--- config.mk ---
export PLATFORM = sky130hd
export DESIGN_NAME = task_answer_arbiter
export DESIGN_NICKNAME = d
export VERILOG_FILES = /design/src/rtl/task_answer_arbiter.sv
export SDC_FILE = /design/constraint.sdc
export NUM_CORES = 1
export LEC_CHECK = 0
export CORE_ASPECT_RATIO = 0.8
export CORE_MARGIN = 1
export CORE_UTILIZATION = 37
export DETAILED_ROUTE_END_ITERATION = 12
export HOLD_SLACK_MARGIN = 0.1
export PLACE_DENSITY = 0.94
export SLEW_MARGIN = 20
export SYNTH_ARGS = -nofsm -noshare
export SYNTH_HDL_FRONTEND = slang
export SYNTH_SLANG_ARGS = --single-unit
--- constraint.sdc ---
create_clock -name i_clk -period 2.7 [get_ports i_clk]
set_input_delay 0.54 -clock i_clk [delete_from_list [all_inputs] [get_ports i_clk]]
set_output_delay 0.54 -clock i_clk [all_outputs]
set_load 0.02 [all_outputs]
--- src/rtl/task_answer_arbiter.sv ---
// Round-robin packet arbiter merging N_TASKS answer streams into one.
// A granted requester owns the output until its last word is accepted or
// until it stalls for too long, in which case a marker word is emitted.
module task_answer_arbiter #(
   parameter int N_TASKS    = 4,
   parameter int DATA_WIDTH = 32,
   parameter int TIMEOUT    = 1024
) (
   input  logic                            i_clk,
   input  logic                            i_rst,
   input  logic [N_TASKS-1:0]              i_valid,
   output logic [N_TASKS-1:0]              o_ready,
   input  logic [N_TASKS*DATA_WIDTH-1:0]   i_data,
   input  logic [N_TASKS-1:0]              i_last,
   output logic                            o_valid,
   output logic [DATA_WIDTH-1:0]           o_data,
   output logic                            o_last,
   input  logic                            i_ready,
   output logic [2:0]                      o_id,
   output logic [N_TASKS-1:0]              o_err,
   output logic [15:0]                     o_pkt_cnt
);

   localparam int                  STALL_W     = $clog2(TIMEOUT) + 1;
   localparam logic [STALL_W-1:0]  STALL_LIMIT = STALL_W'(TIMEOUT - 2);
   localparam logic [N_TASKS-1:0]  ONE_HOT0    = {{(N_TASKS-1){1'b0}}, 1'b1};

   typedef enum logic [1:0] {
      IDLE  = 2'd0,
      GRANT = 2'd1,
      XFER  = 2'd2,
      ABORT = 2'd3
   } state_t;

   state_t                         state_r, state_n_s;
   logic [2:0]                     grant_r, grant_n_s;
   logic [2:0]                     last_grant_r, last_grant_n_s;
   logic [STALL_W-1:0]             stall_r, stall_n_s;
   logic [N_TASKS-1:0]             err_r, err_n_s;
   logic [15:0]                    pkt_cnt_r, pkt_cnt_n_s;

   logic [N_TASKS-1:0]             g_sel_s;
   logic                           g_valid_s;
   logic                           g_last_s;
   logic [N_TASKS*DATA_WIDTH-1:0]  data_shift_s;
   logic [DATA_WIDTH-1:0]          g_data_s;
   logic [31:0]                    abort_word_s;

   // Pick the first requesting index after 'last', wrapping around.
   function automatic logic [2:0] rr_pick(input logic [N_TASKS-1:0] req,
                                          input logic [2:0]         last);
      logic [2:0]         pick;
      logic               found;
      logic [N_TASKS-1:0] sh;
      int                 idx;
      pick  = last;
      found = 1'b0;
      for (int i = 1; i <= N_TASKS; i++) begin
         idx = (int'(last) + i) % N_TASKS;
         sh  = req >> idx;
         if (!found && sh[0]) begin
            pick  = 3'(idx);
            found = 1'b1;
         end else begin
            found = found;
         end
      end
      return pick;
   endfunction

   // Views of the currently granted requester.
   assign g_sel_s      = ONE_HOT0 << grant_r;
   assign g_valid_s    = |(i_valid & g_sel_s);
   assign g_last_s     = |(i_last & g_sel_s) & g_valid_s;
   assign data_shift_s = i_data >> (int'(grant_r) * DATA_WIDTH);
   assign g_data_s     = data_shift_s[DATA_WIDTH-1:0];
   assign abort_word_s = 32'hDEAD_0000 | {29'd0, grant_r};

   // Next-state and output decode; data path is a zero-latency pass-through.
   always_comb begin
      state_n_s      = state_r;
      grant_n_s      = grant_r;
      last_grant_n_s = last_grant_r;
      stall_n_s      = stall_r;
      err_n_s        = err_r;
      pkt_cnt_n_s    = pkt_cnt_r;
      o_valid        = 1'b0;
      o_data         = '0;
      o_last         = 1'b0;
      o_ready        = '0;
      case (state_r)
         IDLE: begin
            if (|i_valid) begin
               grant_n_s = rr_pick(i_valid, last_grant_r);
               state_n_s = GRANT;
            end else begin
               state_n_s = IDLE;
            end
         end
         GRANT: begin
            stall_n_s = '0;
            state_n_s = XFER;
         end
         XFER: begin
            o_valid = g_valid_s;
            o_data  = g_data_s;
            o_last  = g_last_s;
            o_ready = i_ready ? g_sel_s : '0;
            if (g_valid_s && i_ready && g_last_s) begin
               state_n_s      = IDLE;
               last_grant_n_s = grant_r;
               pkt_cnt_n_s    = pkt_cnt_r + 16'd1;
               stall_n_s      = '0;
            end else if (g_valid_s) begin
               // Backpressure with data present is not a stall.
               stall_n_s = '0;
            end else if (stall_r >= STALL_LIMIT) begin
               state_n_s = ABORT;
            end else begin
               stall_n_s = stall_r + {{(STALL_W-1){1'b0}}, 1'b1};
            end
         end
         ABORT: begin
            o_valid = 1'b1;
            o_last  = 1'b1;
            o_data  = DATA_WIDTH'(abort_word_s);
            if (i_ready) begin
               err_n_s        = err_r | g_sel_s;
               last_grant_n_s = grant_r;
               pkt_cnt_n_s    = pkt_cnt_r + 16'd1;
               stall_n_s      = '0;
               state_n_s      = IDLE;
            end else begin
               state_n_s = ABORT;
            end
         end
         default: begin
            state_n_s = IDLE;
         end
      endcase
   end

   // State and bookkeeping registers; reset drops any packet in flight.
   always_ff @(posedge i_clk) begin
      if (i_rst) begin
         state_r      <= IDLE;
         grant_r      <= 3'd0;
         last_grant_r <= 3'(N_TASKS - 1);
         stall_r      <= '0;
         err_r        <= '0;
         pkt_cnt_r    <= 16'd0;
      end else begin
         state_r      <= state_n_s;
         grant_r      <= grant_n_s;
         last_grant_r <= last_grant_n_s;
         stall_r      <= stall_n_s;
         err_r        <= err_n_s;
         pkt_cnt_r    <= pkt_cnt_n_s;
      end
   end

   assign o_id      = grant_r;
   assign o_err     = err_r;
   assign o_pkt_cnt = pkt_cnt_r;

endmodule

==> impl_metrics.csv <==
group,metric,value,unit
route,drcViolationCount,0,
grt,grt_usage,0.273,
timing,slew_headroom,0.572,
critical_path,critical_path_class,"in2out",
synthesis,synthFlopType,"dfxtp_1",
critical_path,cp_slowest_cell,"clkdlybuf4s50_1",
timing,layout_setup_ws,31.8,ps
clock_tree,cts_sinks,38,
final_layout,drive_gt1_frac,0.150,
timing,fin_crit_sh,0.988,
place,portBuffers,199,
power_and_ir_drop,finalPower,0.00200,W
run,maxCapViolations,0,
die,die_y,82.5,um
synthesis,synth-seq-cells,38,
synthesis,synth_edf_count,0,
die,die_w,103,um
synthesis,synth_common_cells,"38 x dfxtp_1, 34 x mux4_2, 31 x nor2_1, 22 x a21oi_1, 22 x and3_1",
route,via_per_inst,5.50,
final_layout,area_growth,77.9,%
critical_path,end_kind,"primary output",
die,die-area,0.00848,mm2
clock_tree,cts-root-buf,"clkbuf_8",
synthesis,synthesis.nets,463,
grt,grt_pass1_wl,17700,um
synthesis,seq_area_frac_synth,0.254,
synthesis,synth_top_cells_by_area,"mux4_2 26%, dfxtp_1 25%, and3_1 4.6%",
critical_path,cp.required,2160,ps
timing,report.final.slew_viol_count,0,
timing,finalHoldViolCount,0,
final_layout,finalNetCount,669,
clock_tree,clock_latency,300,ps
route,first_pass_iters,5,
die,start_util,0.393,
route,vias,3480,
power_and_ir_drop,ir_worst_vdd,311,uV
min_path,hold_path_class,"reg2reg",
synthesis,synth_most_common_cell,"dfxtp_1",
final_layout,multi_input_area,0.00209,mm2
critical_path,worstPathMaxFanout,1,
place,dp_slack,-290,ps
final_layout,regArea,766,um2
die,ioPinCount,200,
clock_tree,cts_tree,"done",
timing,fin_tns_setup,0,ps
timing,rsz0062_at_grt,"no",
critical_path,max_stage_delay,530,ps
timing,skew,5.75,ps
critical_path,cp-start-kind,"primary input",
route,ant_nets,0,
clock_tree,htreeDepth,2,
final_layout,n_antenna_cell,0,
critical_path,cp_num_buf_inv,2,
final_layout,nFillCells,615,
grt,grt_max_degree,36,
place,gp_congestion,0.870,
timing,setup_viol,0,
critical_path,arrival,2130,ps
grt,antenna_found_initial,0,
grt,first_global_vias,3536,
die,num_rows,28,
clock_tree,clk_pin_slew,70,ps
place,hpwl,9230,um
critical_path,worstPathCellList,"clkdlybuf4s50_1 -> mux4_2 -> and3_1 -> clkdlybuf4s50_1",
clock_tree,cts_buffers,5,
route,wire_per_inst,18.3,um
timing,min_period,2670,ps
route,drt-initial-drc-count,169,
critical_path,crit_family,"buffers and inverters",
timing,max_freq,375,MHz
clock_tree,clock_path_buffers,2,
run_status,status,"completed",
synthesis,synthCells,321,
die,core,0.00764,mm2
timing,worstMarginPinSlew,637,ps
grt,grt.overflow.total,0,
power_and_ir_drop,p_per_area,374,mW/mm2
synthesis,synth_top_area_share,0.255,
synthesis,yosys.area.top_type,"mux4_2",
synthesis,synth_area,0.00300,mm2
synthesis,yosysWarningCount,0,
power_and_ir_drop,p_leak,2.25,nW
synthesis,async_flop_share,0,
synthesis,synthDistinctLibCells,50,
critical_path,crit_top_cell,"clkdlybuf4s50_1",
timing,hold_slack,486,ps
final_layout,post-route-util,0.699,
route,wl,11600,um
synthesis,synth_area_per_cell,9.35,um2
## timing repair
action                                  in CTS  in global routing
endpoints found under the setup margin      34                 15
hold buffers                                 0                  0
resized for setup                           30                 17
hold endpoints to repair                     0                  0
setup buffers                                2                  0
## cell type report
cell class / instances / area share
repair buffers: 226 / 0.414
multi-input cells: 248 / 0.392
flip-flops and latches: 38 / 0.143
well taps: 105 / 0.0246
clock buffers: 5 / 0.0129
clock inverters: 3 / 0.00750
inverters: 8 / 0.00563
## metal layers
| layer | global-route usage | share of wire |
|---|---|---|
| met1 | 0.297 | 0.38 |
| met2 | 0.516 | 0.51 |
| met3 | 0.0741 | 0.082 |
| met4 | 0.0871 | 0.023 |
| met5 | 0 | 0 |
## cell usage in the layout (no fill, tap or decap), drive strengths merged, types with 3 or more instances in the layout
cell             n
buf             28
dlygate4sd2     23
and3            22
dfxtp           38
inv              8
nor2            31
nor2b           15
a21oi           22
nand2b           3
xnor2           13
ha               3
a31oi            7
xor2             3
and2             3
clkbuf           6
o21ai            8
or3              3
nor3            11
dlymetal6s2s    14
nand3            8
and4             3
mux4            34
clkdlybuf4s50  160
nand2           14
nor4             7
nand4            6
## per-stage QoR
stage	cell area (um2)	instances
5_1_grt	5340	633
2_1_floorplan	3000	321
3_5_place_dp	5210	623
6_report	5340	633
4_1_cts	5310	633
3_3_place_gp	5210	623
## flip-flops by register name (all words and copies together) (netlist names)
signal / cells
o_pkt_cnt: 16
stall_r: 11
o_err: 4
o_id: 3
last_grant_r: 2
state_r: 2
## cells by family (layout without fill, tap and decap cells)
kind of cell | after synthesis | after routing | synth area share
buffers and inverters | 35 | 242 | 0.0500
AOI/OAI and AO/OA | 58 | 58 | 0.131
DFF | 38 | 38 | 0.254
muxes | 36 | 36 | 0.262
adders and majority gates | 3 | 3 | 0.0125
xor gates and xnor gates | 16 | 16 | 0.0467
and+or+nand+nor | 135 | 135 | 0.245
## final timing paths
check / cells after the start / slack (ps) / to / start
max reg2reg: 7 / 470 / stall_r[7] / o_id[0]
max: 4 / 30 / o_data[11] / i_data[11]
min reg2reg: 1 / 490 / stall_r[9] / stall_r[9]
min: 1 / 490 / stall_r[9] / stall_r[9]
## power by group
part           switching, W  total, W  internal, W
Combinational      0.000382  0.000910     0.000528
Clock              0.000210  0.000482     0.000272
Sequential        0.0000272  0.000606     0.000579
Total              0.000619   0.00200      0.00138
Power figures use the tool's default switching activity.
